**src/rtl/vexriscv_bus_arbiter_if.sv**
```systemverilog
// Bus bundle between the VexRiscv iBus/dBus, the arbiter and the shared memory port.
// master = arbiter view, slave = CPU + memory environment view.
interface vexriscv_bus_arbiter_if;
    logic        iBus_cmd_valid;
    logic        iBus_cmd_ready;
    logic [31:0] iBus_cmd_payload_pc;
    logic        iBus_rsp_valid;
    logic        iBus_rsp_payload_error;
    logic [31:0] iBus_rsp_payload_inst;

    logic        dBus_cmd_valid;
    logic        dBus_cmd_ready;
    logic        dBus_cmd_payload_wr;
    logic [31:0] dBus_cmd_payload_address;
    logic [31:0] dBus_cmd_payload_data;
    logic [1:0]  dBus_cmd_payload_size;
    logic        dBus_rsp_ready;
    logic        dBus_rsp_error;
    logic [31:0] dBus_rsp_data;

    logic        mem_cmd_valid;
    logic        mem_cmd_ready;
    logic        mem_cmd_wr;
    logic [31:0] mem_cmd_addr;
    logic [31:0] mem_cmd_wdata;
    logic [1:0]  mem_cmd_size;
    logic        mem_rsp_valid;
    logic [31:0] mem_rsp_data;
    logic        mem_rsp_error;

    modport master (
        input  iBus_cmd_valid, iBus_cmd_payload_pc,
        output iBus_cmd_ready, iBus_rsp_valid, iBus_rsp_payload_error, iBus_rsp_payload_inst,
        input  dBus_cmd_valid, dBus_cmd_payload_wr, dBus_cmd_payload_address,
               dBus_cmd_payload_data, dBus_cmd_payload_size,
        output dBus_cmd_ready, dBus_rsp_ready, dBus_rsp_error, dBus_rsp_data,
        output mem_cmd_valid, mem_cmd_wr, mem_cmd_addr, mem_cmd_wdata, mem_cmd_size,
        input  mem_cmd_ready, mem_rsp_valid, mem_rsp_data, mem_rsp_error
    );

    modport slave (
        output iBus_cmd_valid, iBus_cmd_payload_pc,
        input  iBus_cmd_ready, iBus_rsp_valid, iBus_rsp_payload_error, iBus_rsp_payload_inst,
        output dBus_cmd_valid, dBus_cmd_payload_wr, dBus_cmd_payload_address,
               dBus_cmd_payload_data, dBus_cmd_payload_size,
        input  dBus_cmd_ready, dBus_rsp_ready, dBus_rsp_error, dBus_rsp_data,
        input  mem_cmd_valid, mem_cmd_wr, mem_cmd_addr, mem_cmd_wdata, mem_cmd_size,
        output mem_cmd_ready, mem_rsp_valid, mem_rsp_data, mem_rsp_error
    );
endinterface

```
**src/rtl/vexriscv_bus_arbiter.sv**
```systemverilog
// Arbitrates VexRiscv iBus/dBus onto one memory port: dBus priority with iBus
// anti-starvation, single outstanding read, read timeout and stray-response flag.
module vexriscv_bus_arbiter #(
    parameter int unsigned STARVE_LIMIT = 3,
    parameter int unsigned TIMEOUT      = 255
) (
    input  logic                         clk_cpu,
    input  logic                         clk_cpu_reset,
    vexriscv_bus_arbiter_if.master       bus,
    output logic                         protocol_error
);
    localparam int unsigned SW = (STARVE_LIMIT > 0) ? $clog2(STARVE_LIMIT + 1) : 1;
    localparam int unsigned TW = (TIMEOUT > 0) ? $clog2(TIMEOUT + 1) : 1;
    localparam logic [SW-1:0] SLIM = SW'(STARVE_LIMIT);
    localparam logic [TW-1:0] TLIM = TW'(TIMEOUT);

    typedef enum logic [1:0] {IDLE, I_PEND, D_PEND} state_e;

    state_e        state_q, state_d;
    logic [SW-1:0] starve_q, starve_d;
    logic [TW-1:0] tmo_q, tmo_d;
    logic          perr_q, perr_d;
    logic          gnt_d_bus;

    always_ff @(posedge clk_cpu or posedge clk_cpu_reset) begin
        if (clk_cpu_reset) begin
            state_q  <= IDLE;
            starve_q <= '0;
            tmo_q    <= '0;
            perr_q   <= 1'b0;
        end else begin
            state_q  <= state_d;
            starve_q <= starve_d;
            tmo_q    <= tmo_d;
            perr_q   <= perr_d;
        end
    end

    assign protocol_error = perr_q;

    always_comb begin
        state_d   = state_q;
        starve_d  = starve_q;
        tmo_d     = tmo_q;
        perr_d    = perr_q;
        gnt_d_bus = 1'b0;

        bus.iBus_cmd_ready         = 1'b0;
        bus.iBus_rsp_valid         = 1'b0;
        bus.iBus_rsp_payload_error = 1'b0;
        bus.iBus_rsp_payload_inst  = '0;
        bus.dBus_cmd_ready         = 1'b0;
        bus.dBus_rsp_ready         = 1'b0;
        bus.dBus_rsp_error         = 1'b0;
        bus.dBus_rsp_data          = '0;
        bus.mem_cmd_valid          = 1'b0;
        bus.mem_cmd_wr             = 1'b0;
        bus.mem_cmd_addr           = '0;
        bus.mem_cmd_wdata          = '0;
        bus.mem_cmd_size           = '0;

        unique case (state_q)
            IDLE: begin
                // Any response here has no owner: drop it, remember the violation.
                if (bus.mem_rsp_valid) perr_d = 1'b1;
                gnt_d_bus = bus.dBus_cmd_valid &&
                            !(bus.iBus_cmd_valid && starve_q == SLIM);
                if (gnt_d_bus) begin
                    bus.mem_cmd_valid  = 1'b1;
                    bus.mem_cmd_wr     = bus.dBus_cmd_payload_wr;
                    bus.mem_cmd_addr   = bus.dBus_cmd_payload_address;
                    bus.mem_cmd_wdata  = bus.dBus_cmd_payload_data;
                    bus.mem_cmd_size   = bus.dBus_cmd_payload_size;
                    bus.dBus_cmd_ready = bus.mem_cmd_ready;
                    if (bus.mem_cmd_ready) begin
                        if (bus.iBus_cmd_valid && starve_q != SLIM) starve_d = starve_q + 1'b1;
                        if (!bus.dBus_cmd_payload_wr) begin
                            state_d = D_PEND;
                            tmo_d   = '0;
                        end
                    end
                end else if (bus.iBus_cmd_valid) begin
                    bus.mem_cmd_valid  = 1'b1;
                    bus.mem_cmd_addr   = bus.iBus_cmd_payload_pc;
                    bus.mem_cmd_size   = 2'b10;
                    bus.iBus_cmd_ready = bus.mem_cmd_ready;
                    if (bus.mem_cmd_ready) begin
                        starve_d = '0;
                        state_d  = I_PEND;
                        tmo_d    = '0;
                    end
                end
            end
            I_PEND: begin
                if (bus.mem_rsp_valid) begin
                    bus.iBus_rsp_valid         = 1'b1;
                    bus.iBus_rsp_payload_inst  = bus.mem_rsp_data;
                    bus.iBus_rsp_payload_error = bus.mem_rsp_error;
                    state_d                    = IDLE;
                end else if (tmo_q == TLIM) begin
                    bus.iBus_rsp_valid         = 1'b1;
                    bus.iBus_rsp_payload_error = 1'b1;
                    state_d                    = IDLE;
                end else begin
                    tmo_d = tmo_q + 1'b1;
                end
            end
            D_PEND: begin
                if (bus.mem_rsp_valid) begin
                    bus.dBus_rsp_ready = 1'b1;
                    bus.dBus_rsp_data  = bus.mem_rsp_data;
                    bus.dBus_rsp_error = bus.mem_rsp_error;
                    state_d            = IDLE;
                end else if (tmo_q == TLIM) begin
                    bus.dBus_rsp_ready = 1'b1;
                    bus.dBus_rsp_error = 1'b1;
                    state_d            = IDLE;
                end else begin
                    tmo_d = tmo_q + 1'b1;
                end
            end
            default: state_d = IDLE;
        endcase

        // Handshake outputs must drop the moment reset asserts, not at the next edge.
        if (clk_cpu_reset) begin
            bus.iBus_cmd_ready         = 1'b0;
            bus.iBus_rsp_valid         = 1'b0;
            bus.iBus_rsp_payload_error = 1'b0;
            bus.iBus_rsp_payload_inst  = '0;
            bus.dBus_cmd_ready         = 1'b0;
            bus.dBus_rsp_ready         = 1'b0;
            bus.dBus_rsp_error         = 1'b0;
            bus.dBus_rsp_data          = '0;
            bus.mem_cmd_valid          = 1'b0;
        end
    end
endmodule

```
**src/flat_wrapper.sv**
```systemverilog
// flat-port wrapper written by rule: the top's interface ports become plain ports
module vexriscv_bus_arbiter_flat 
#(
    parameter int unsigned STARVE_LIMIT = 3,
    parameter int unsigned TIMEOUT      = 255
)
  (clk_cpu, clk_cpu_reset, protocol_error, bus_iBus_cmd_valid, bus_iBus_cmd_payload_pc, bus_iBus_cmd_ready, bus_iBus_rsp_valid, bus_iBus_rsp_payload_error, bus_iBus_rsp_payload_inst, bus_dBus_cmd_valid, bus_dBus_cmd_payload_wr, bus_dBus_cmd_payload_address, bus_dBus_cmd_payload_data, bus_dBus_cmd_payload_size, bus_dBus_cmd_ready, bus_dBus_rsp_ready, bus_dBus_rsp_error, bus_dBus_rsp_data, bus_mem_cmd_valid, bus_mem_cmd_wr, bus_mem_cmd_addr, bus_mem_cmd_wdata, bus_mem_cmd_size, bus_mem_cmd_ready, bus_mem_rsp_valid, bus_mem_rsp_data, bus_mem_rsp_error);
  vexriscv_bus_arbiter_if bus_i ();
  input  logic clk_cpu;
  input  logic clk_cpu_reset;
  output logic protocol_error;
  input wire logic [$bits(bus_i.iBus_cmd_valid)-1:0] bus_iBus_cmd_valid;
  input wire logic [$bits(bus_i.iBus_cmd_payload_pc)-1:0] bus_iBus_cmd_payload_pc;
  output wire logic [$bits(bus_i.iBus_cmd_ready)-1:0] bus_iBus_cmd_ready;
  output wire logic [$bits(bus_i.iBus_rsp_valid)-1:0] bus_iBus_rsp_valid;
  output wire logic [$bits(bus_i.iBus_rsp_payload_error)-1:0] bus_iBus_rsp_payload_error;
  output wire logic [$bits(bus_i.iBus_rsp_payload_inst)-1:0] bus_iBus_rsp_payload_inst;
  input wire logic [$bits(bus_i.dBus_cmd_valid)-1:0] bus_dBus_cmd_valid;
  input wire logic [$bits(bus_i.dBus_cmd_payload_wr)-1:0] bus_dBus_cmd_payload_wr;
  input wire logic [$bits(bus_i.dBus_cmd_payload_address)-1:0] bus_dBus_cmd_payload_address;
  input wire logic [$bits(bus_i.dBus_cmd_payload_data)-1:0] bus_dBus_cmd_payload_data;
  input wire logic [$bits(bus_i.dBus_cmd_payload_size)-1:0] bus_dBus_cmd_payload_size;
  output wire logic [$bits(bus_i.dBus_cmd_ready)-1:0] bus_dBus_cmd_ready;
  output wire logic [$bits(bus_i.dBus_rsp_ready)-1:0] bus_dBus_rsp_ready;
  output wire logic [$bits(bus_i.dBus_rsp_error)-1:0] bus_dBus_rsp_error;
  output wire logic [$bits(bus_i.dBus_rsp_data)-1:0] bus_dBus_rsp_data;
  output wire logic [$bits(bus_i.mem_cmd_valid)-1:0] bus_mem_cmd_valid;
  output wire logic [$bits(bus_i.mem_cmd_wr)-1:0] bus_mem_cmd_wr;
  output wire logic [$bits(bus_i.mem_cmd_addr)-1:0] bus_mem_cmd_addr;
  output wire logic [$bits(bus_i.mem_cmd_wdata)-1:0] bus_mem_cmd_wdata;
  output wire logic [$bits(bus_i.mem_cmd_size)-1:0] bus_mem_cmd_size;
  input wire logic [$bits(bus_i.mem_cmd_ready)-1:0] bus_mem_cmd_ready;
  input wire logic [$bits(bus_i.mem_rsp_valid)-1:0] bus_mem_rsp_valid;
  input wire logic [$bits(bus_i.mem_rsp_data)-1:0] bus_mem_rsp_data;
  input wire logic [$bits(bus_i.mem_rsp_error)-1:0] bus_mem_rsp_error;
  assign bus_i.iBus_cmd_valid = bus_iBus_cmd_valid;
  assign bus_i.iBus_cmd_payload_pc = bus_iBus_cmd_payload_pc;
  assign bus_iBus_cmd_ready = bus_i.iBus_cmd_ready;
  assign bus_iBus_rsp_valid = bus_i.iBus_rsp_valid;
  assign bus_iBus_rsp_payload_error = bus_i.iBus_rsp_payload_error;
  assign bus_iBus_rsp_payload_inst = bus_i.iBus_rsp_payload_inst;
  assign bus_i.dBus_cmd_valid = bus_dBus_cmd_valid;
  assign bus_i.dBus_cmd_payload_wr = bus_dBus_cmd_payload_wr;
  assign bus_i.dBus_cmd_payload_address = bus_dBus_cmd_payload_address;
  assign bus_i.dBus_cmd_payload_data = bus_dBus_cmd_payload_data;
  assign bus_i.dBus_cmd_payload_size = bus_dBus_cmd_payload_size;
  assign bus_dBus_cmd_ready = bus_i.dBus_cmd_ready;
  assign bus_dBus_rsp_ready = bus_i.dBus_rsp_ready;
  assign bus_dBus_rsp_error = bus_i.dBus_rsp_error;
  assign bus_dBus_rsp_data = bus_i.dBus_rsp_data;
  assign bus_mem_cmd_valid = bus_i.mem_cmd_valid;
  assign bus_mem_cmd_wr = bus_i.mem_cmd_wr;
  assign bus_mem_cmd_addr = bus_i.mem_cmd_addr;
  assign bus_mem_cmd_wdata = bus_i.mem_cmd_wdata;
  assign bus_mem_cmd_size = bus_i.mem_cmd_size;
  assign bus_i.mem_cmd_ready = bus_mem_cmd_ready;
  assign bus_i.mem_rsp_valid = bus_mem_rsp_valid;
  assign bus_i.mem_rsp_data = bus_mem_rsp_data;
  assign bus_i.mem_rsp_error = bus_mem_rsp_error;
  vexriscv_bus_arbiter #(.STARVE_LIMIT(STARVE_LIMIT), .TIMEOUT(TIMEOUT)) u_core (.clk_cpu(clk_cpu), .clk_cpu_reset(clk_cpu_reset), .bus(bus_i), .protocol_error(protocol_error));
endmodule
```
**config.mk**
```make
export PLATFORM = sky130hd
export DESIGN_NAME = vexriscv_bus_arbiter_flat
export DESIGN_NICKNAME = d
export VERILOG_FILES = /design/src/rtl/vexriscv_bus_arbiter_if.sv /design/src/rtl/vexriscv_bus_arbiter.sv /design/src/flat_wrapper.sv
export SDC_FILE = /design/constraint.sdc
export NUM_CORES = 1
export LEC_CHECK = 0
export ABC_AREA = 1
export BUFFER_PORTS_ARGS = -buffer_cell sky130_fd_sc_hd__buf_4
export CAP_MARGIN = 20
export CORE_AREA = 2 2 109 111
export CTS_BUF_LIST = sky130_fd_sc_hd__clkbuf_16
export CTS_CLUSTER_SIZE = 25
export DETAILED_ROUTE_END_ITERATION = 10
export DIE_AREA = 0 0 111 113
export GPL_ROUTABILITY_DRIVEN = 0
export PLACE_DENSITY = 0.57
export SETUP_SLACK_MARGIN = 0.1
export SLEW_MARGIN = 20
export SYNTH_ARGS = -nofsm -noshare
export SYNTH_HDL_FRONTEND = slang
export SYNTH_SLANG_ARGS = --single-unit
```
**constraint.sdc**
```tcl
create_clock -name clk_cpu -period 2.4 [get_ports clk_cpu]
set_clock_uncertainty 0.2 [all_clocks]
set_input_delay 0.48 -clock clk_cpu [delete_from_list [all_inputs] [get_ports clk_cpu]]
set_output_delay 0.48 -clock clk_cpu [all_outputs]
set_load 0.01 [all_outputs]
```
==> metrics.txt, run 1 <==
Synth Flop Type=dfrtp_1; DIE AREA=12500 um2; Layout Cells excl Fill=855; first-pass GRT wire length=16.9 mm; post-synthesis cell count=422; sequential fraction of design power=9.9%; filler cell count=1162; die width=111 um; CTS Root Cell=clkbuf_16; DRC viols=0; Achievable Freq=0.421 GHz; starting density of the core=18.5%; Post-synth EDFFs=0; Final period util=98.9%; outcome=complete, no violations; post-route minimum period=2370 ps; Net Sw Power=1.37 mW; post-synthesis sequential area ratio=15.6%; nets=857; core area=11300 um2; Final WS setup=27.1 ps; logic gate share of total power=79.8%; area of the multi-input gates=1560 um2; GRT Resource Usage Total=16.3%; Core Util, Final=42.7%; PortBufs=276; syn nets=566; Int Power=1.69 mW; Critical Path Fanout Max=8; Avg Inst Size Synth=4.94 um2; share of the synthesized area in the top cell type=26.1%; arrival time worst endpoint=1690 ps; register area=325 um2; Synth Cell Area=2090 um2; gr ovfl total=0; most common cell after layout, fill and taps aside=buf_4; ratio of cells with drive above 1 in the final layout=50.3%; initial antenna violation count=0; CP required=1720 ps; H-tree depth=1; largest cells by area after synthesis=nand2_1 (26%), nor2_1 (20%), dfrtp_1 (16%); Place WS=167 ps; wire per inst=12.9 um; area delta synth->final=131%; Iteration-0 DRC Markers=150; Max Slew Vio Count=0; post-detailed-route count of antenna-violating nets=0; clock share of power=10.3%; # diodes=0; vias=3695; routed vias/inst=4.32; Worst-Skew Late Latency=240 ps; max cap viols=0; DR pass1 iterations=4; # IOs=277; pwr/cell area=635 nW/um2; Worst path slowest cell=dfrtp_1; Max-slew headroom=84.1%; dpl cells=831; Worst setup EP type=primary output; area leader, netlist=nand2_1; HP Class=input port to async pin; clock buffer depth=2; Post-synth ARST share=100%; Worst VDD drop=0.347 mV; Die Ht=113 um; total CTS buffers=3; startpoint types=flip-flop; Clock Sinks=13; Hold Fails Final Rpt=0; crit-path leading delay family=buffers and inverters; WP buf/inv=5; Worst-Margin Slew=238 ps; distinct cell type count after synthesis=26; final setup violation count=0; pin count of the biggest net entering global routing=34; CTS tree=yes; Lkg Pwr=2.77 nW; Yosys Warn Count=0; Max stage delay on crit path=420 ps; hpwl dp=8.95 mm; Reg clk slew, reported paths=50 ps; vias in the first global route=3427; RSZ-0062 raised after global routing=yes; final wirelength=11.0 mm; crit path cell chain=inv_2 > ha_4 > inv_8 > nor2_4 > buf_6 > clkbuf_16 > nand2_1 > o21ai_1 > buf_4; Yosys reg bits=13; critical path type=flip-flop to primary output; Sw Ratio=44.8%; commonest cells after routing, fill and taps aside=buf_4 (294), nand2_1 (132), nor2_1 (108); # rows=39
## cells by family (layout without fill, tap and decap cells)
logic type	after synthesis	after routing	synth area share, %
flip-flops	13	13	15.6
AO/OA/AOI/OAI	41	41	10.0
buffers and inverters	76	366	14.6
adder cells (fa/ha/maj)	6	6	3.60
AND/OR/NAND/NOR	286	286	56.1
## registers in the layout, indices dropped and copies added, names as in the netlist
name                   flops
u_core.protocol_error      1
u_core.starve_q            2
u_core.state_q             2
u_core.tmo_q               8
## path summary, 6_finish.rpt
check,startpoint,to,slack [ps],cells past startpoint
min reg2reg,u_core.tmo_q[7]$_DFFE_PP0P_,u_core.tmo_q[7]$_DFFE_PP0P_,290,2
min in group clk_cpu,u_core.tmo_q[7]$_DFFE_PP0P_,u_core.tmo_q[7]$_DFFE_PP0P_,290,2
min,clk_cpu_reset,u_core.tmo_q[1]$_DFFE_PP0P_,100,3
max reg2reg,u_core.state_q[1]$_DFFE_PP0P_,u_core.tmo_q[0]$_DFFE_PP0P_,590,10
max in group asynchronous,clk_cpu_reset,u_core.protocol_error$_DFFE_PP0P_,1790,3
max,u_core.state_q[1]$_DFFE_PP0P_,bus_mem_cmd_addr[3],30,9
## power by group through the flow
stage	registers [mW]	logic (mW)	clock network, mW
after CTS	0.301	2.22	0.326
after global placement	0.302	1.96	0
after floorplan	0.297	1.04	0
final	0.301	2.44	0.315
after global routing	0.308	2.65	0.336
after detailed placement	0.307	1.98	0
## layout make-up
| type | count | share of cell area, % |
|---|---|---|
| multi-input combinational | 333 | 32.4 |
| clock buffer | 3 | 1.56 |
| sequential | 13 | 6.76 |
| inverter | 52 | 4.21 |
| clock inverter | 1 | 0.0780 |
| timing repair buffer | 310 | 51.3 |
| tap | 143 | 3.72 |
## worst min-delay path, stage by stage
cell	delay (ps)
buf_4	140
inv_2	100
buf_4	150
## per-stage QoR
step / hold slack, ps / power [mW] / instance area, um2 / TNS (ps)
CTS: 133 / 2.85 / 4620 / 0
global placement: 259 / 2.26 / 4370 / 0
global route: 111 / 3.29 / 4810 / -492
floorplan: 173 / 1.33 / 2090 / 0
finish: 101 / 3.06 / 4810 / 0
detailed placement: 275 / 2.29 / 4370 / 0
## layer usage
layer,track usage [%],share of wire [%],vias to the layer above
li1,-,-,1858
met1,18.8,37,1610
met2,29.9,51,215
met3,4.34,10,12
met4,4.42,2.1,0
met5,0,0,-
## timing repair
item | 4_1_cts | 5_1_grt
buffers inserted | 9 | 8
endpoints found under the setup margin | 85 | 121
gates cloned | 2 | 1
hold buffers | 0 | 0
pin swaps | 4 | 5
gates resized for setup | 19 | 32
## Yosys cell counts (5+ instances only)
| master | count |
|---|---|
| nand2_1 | 145 |
| nor2_1 | 113 |
| inv_1 | 50 |
| o21ai_1 | 30 |
| buf_2 | 13 |
| dfrtp_1 | 13 |
| clkbuf_1 | 10 |
| nand3_1 | 7 |
| ha_1 | 6 |
| nor3_1 | 5 |
| o21ai_0 | 5 |
No activity file was read; power rests on OpenSTA's default activity.
==> inputs of run 2 (changes only) <==
--- a/config.mk
+++ b/config.mk
@@ -6,15 +6,15 @@
 export NUM_CORES = 1
 export LEC_CHECK = 0
 export ABC_AREA = 1
-export BUFFER_PORTS_ARGS = -buffer_cell sky130_fd_sc_hd__buf_4
 export CAP_MARGIN = 20
-export CORE_AREA = 2 2 109 111
+export CORE_AREA = 2 2 108 110
 export CTS_BUF_LIST = sky130_fd_sc_hd__clkbuf_16
 export CTS_CLUSTER_SIZE = 25
 export DETAILED_ROUTE_END_ITERATION = 10
-export DIE_AREA = 0 0 111 113
+export DIE_AREA = 0 0 110 112
+export DONT_BUFFER_PORTS = 1
 export GPL_ROUTABILITY_DRIVEN = 0
-export PLACE_DENSITY = 0.57
+export PLACE_DENSITY = 0.37
 export SETUP_SLACK_MARGIN = 0.1
 export SLEW_MARGIN = 20
 export SYNTH_ARGS = -nofsm -noshare
==> metrics.txt, run 2 (synthesized netlist as in run 1, its figures left out) <==
Worst-Skew Late Latency=240 ps; outcome=complete, no violations; # rows=39; hpwl dp=7.28 mm; post-detailed-route count of antenna-violating nets=0; most common cell after layout, fill and taps aside=nand2_1; Final Power=2.68 mW; Final period util=95.2%; arrival time worst endpoint=1610 ps; Reg clk slew, reported paths=50 ps; Hold Crit Depth=2; Reg2Reg Depth=9; nets=651; pin count of the biggest net entering global routing=37; Max-slew headroom=71.0%; Lkg Pwr=1.90 nW; filler cell count=1255; Die Ht=112 um; CTS tree=yes; ratio of cells with drive above 1 in the final layout=39.9%; GR peak layer=met2; global routing usage on met3=2.69%; area of the multi-input gates=1920 um2; Worst-Margin Slew=434 ps; Hold Fails Final Rpt=0; Worst setup EP type=primary output; max cap viols=0; first-pass GRT wire length=12.3 mm; HP Class=flip-flop to flip-flop; Place WS=177 ps; WHS Endpoint=u_core.tmo_q[7]$_DFFE_PP0P_; Worst path slowest cell=dfrtp_1; Achievable Freq=0.438 GHz; crit-path most repeated cell=nand2_2; Clock Sinks=13; vias=2890; routed vias/inst=4.45; max reg flops=8; die width=110 um; clock buffer depth=2; total CTS buffers=3; initial antenna violation count=0; Regs by FF count=u_core.tmo_q: 8 flops, u_core.starve_q: 2 flops, u_core.state_q: 2 flops; R2R Path Start=u_core.state_q[1]$_DFFE_PP0P_; H-tree depth=1; pwr/cell area=741 nW/um2; final wirelength=9.43 mm; RSZ-0062 raised after global routing=yes; setup TNS=0 ps; vias in the first global route=2443; DIE AREA=12300 um2; # IOs=277; CP required=1720 ps; register area=325 um2; Iteration-0 DRC Markers=112; commonest cells after routing, fill and taps aside=nand2_1 (121), nor2_1 (97), buf_4 (90); met1 Usage GRT=14.5%; Max Slew Vio Count=0; DRC viols=0; wire per inst=14.5 um; Final WS setup=115 ps; gr ovfl total=0; starting density of the core=18.7%; crit path cell chain=ha_2 > nand2_2 > nand2_4 > nor2_4 > clkbuf_16 > buf_12 > nand2_2 > o21ai_4; Critical Path Fanout Max=8; core area=11200 um2; CTS Root Cell=clkbuf_16; GRT Resource Usage Total=12.6%; r2r endpoint=u_core.tmo_q[5]$_DFFE_PP0P_; Worst Min Path Start=u_core.tmo_q[7]$_DFFE_PP0P_; final setup violation count=0; Max stage delay on crit path=380 ps; DR pass1 iterations=4; # diodes=0; post-route minimum period=2290 ps; startpoint types=flip-flop; M2 GR Usage=23.4%; Worst VDD drop=0.680 mV; PortBufs=0; critical path type=flip-flop to primary output; Top reg by flops=u_core.tmo_q; area delta synth->final=73.2%; reg-to-reg slack, setup=530 ps
run 2: cell types whose count changed in the layout (fill, tap and decap cells not counted), sizes merged:
cell / before / now
clkbuf: 4 / 6
dlygate4sd3: 0 / 1
buf: 309 / 100
run 2: repair_timing:
action,4_1_cts,5_1_grt
pin swaps,4,6
cloned,0,3
endpoints found under the hold margin,13,0
buffers inserted,5,11
endpoints found under the setup margin,58,119
hold buffers,1,0
resized for setup,35,94
run 2: per-stage QoR:
step	hold WS, ps	utilization, %	area (um2)	std cells
6_report	291	32.3	3610	649
3_3_place_gp	207	25.3	2820	625
4_1_cts	281	27.3	3050	635
3_5_place_dp	205	25.3	2820	625
2_1_floorplan	173	-	2090	422
5_1_grt	311	32.3	3610	649
run 2: critical path: cells and delay by family, from the launching register on:
kind / cells / cell delay, ps
AO/OA/AOI/OAI: 1 / 70
flip-flops: 1 / 380
adder cells (fa/ha/maj): 1 / 190
AND/OR/NAND/NOR: 4 / 390
buffers and inverters: 2 / 320
run 2: area by class of cell:
class	count	area share, %
sequential	13	9.00
inverter	52	5.47
clock buffer	3	2.08
tap	143	4.95
clock inverter	1	0.104
multi-input combinational	333	53.0
timing repair buffer	104	25.4
run 2: metal layers:
layer | routed length (um) | up-vias
met2 | 4880 | 172
li1 | - | 1438
met5 | 0 | -
met4 | 69 | 0
met3 | 920 | 4
met1 | 3560 | 1276
run 2: how the worst max path moves through the flow:
stage | from | endpoint | cells after the start | slack (ps)
after CTS | u_core.starve_q[0]$_DFFE_PP0P_ | bus_mem_cmd_addr[0] | 7 | 50
after global placement | u_core.state_q[0]$_DFFE_PP0P_ | bus_mem_cmd_addr[0] | 6 | 180
after floorplan | clk_cpu_reset | bus_dBus_rsp_data[11] | 4 | 300
after detailed placement | u_core.state_q[0]$_DFFE_PP0P_ | bus_mem_cmd_addr[0] | 6 | 180
final | u_core.starve_q[1]$_DFFE_PP0P_ | bus_mem_cmd_addr[27] | 8 | 110
after global routing | u_core.starve_q[1]$_DFFE_PP0P_ | bus_mem_cmd_addr[16] | 8 | 40
run 2: where the power goes:
group	total [mW]	internal, mW	switching, mW
clock network	0.318	0.220	0.0976
registers	0.297	0.264	0.0330
logic	2.06	0.813	1.25
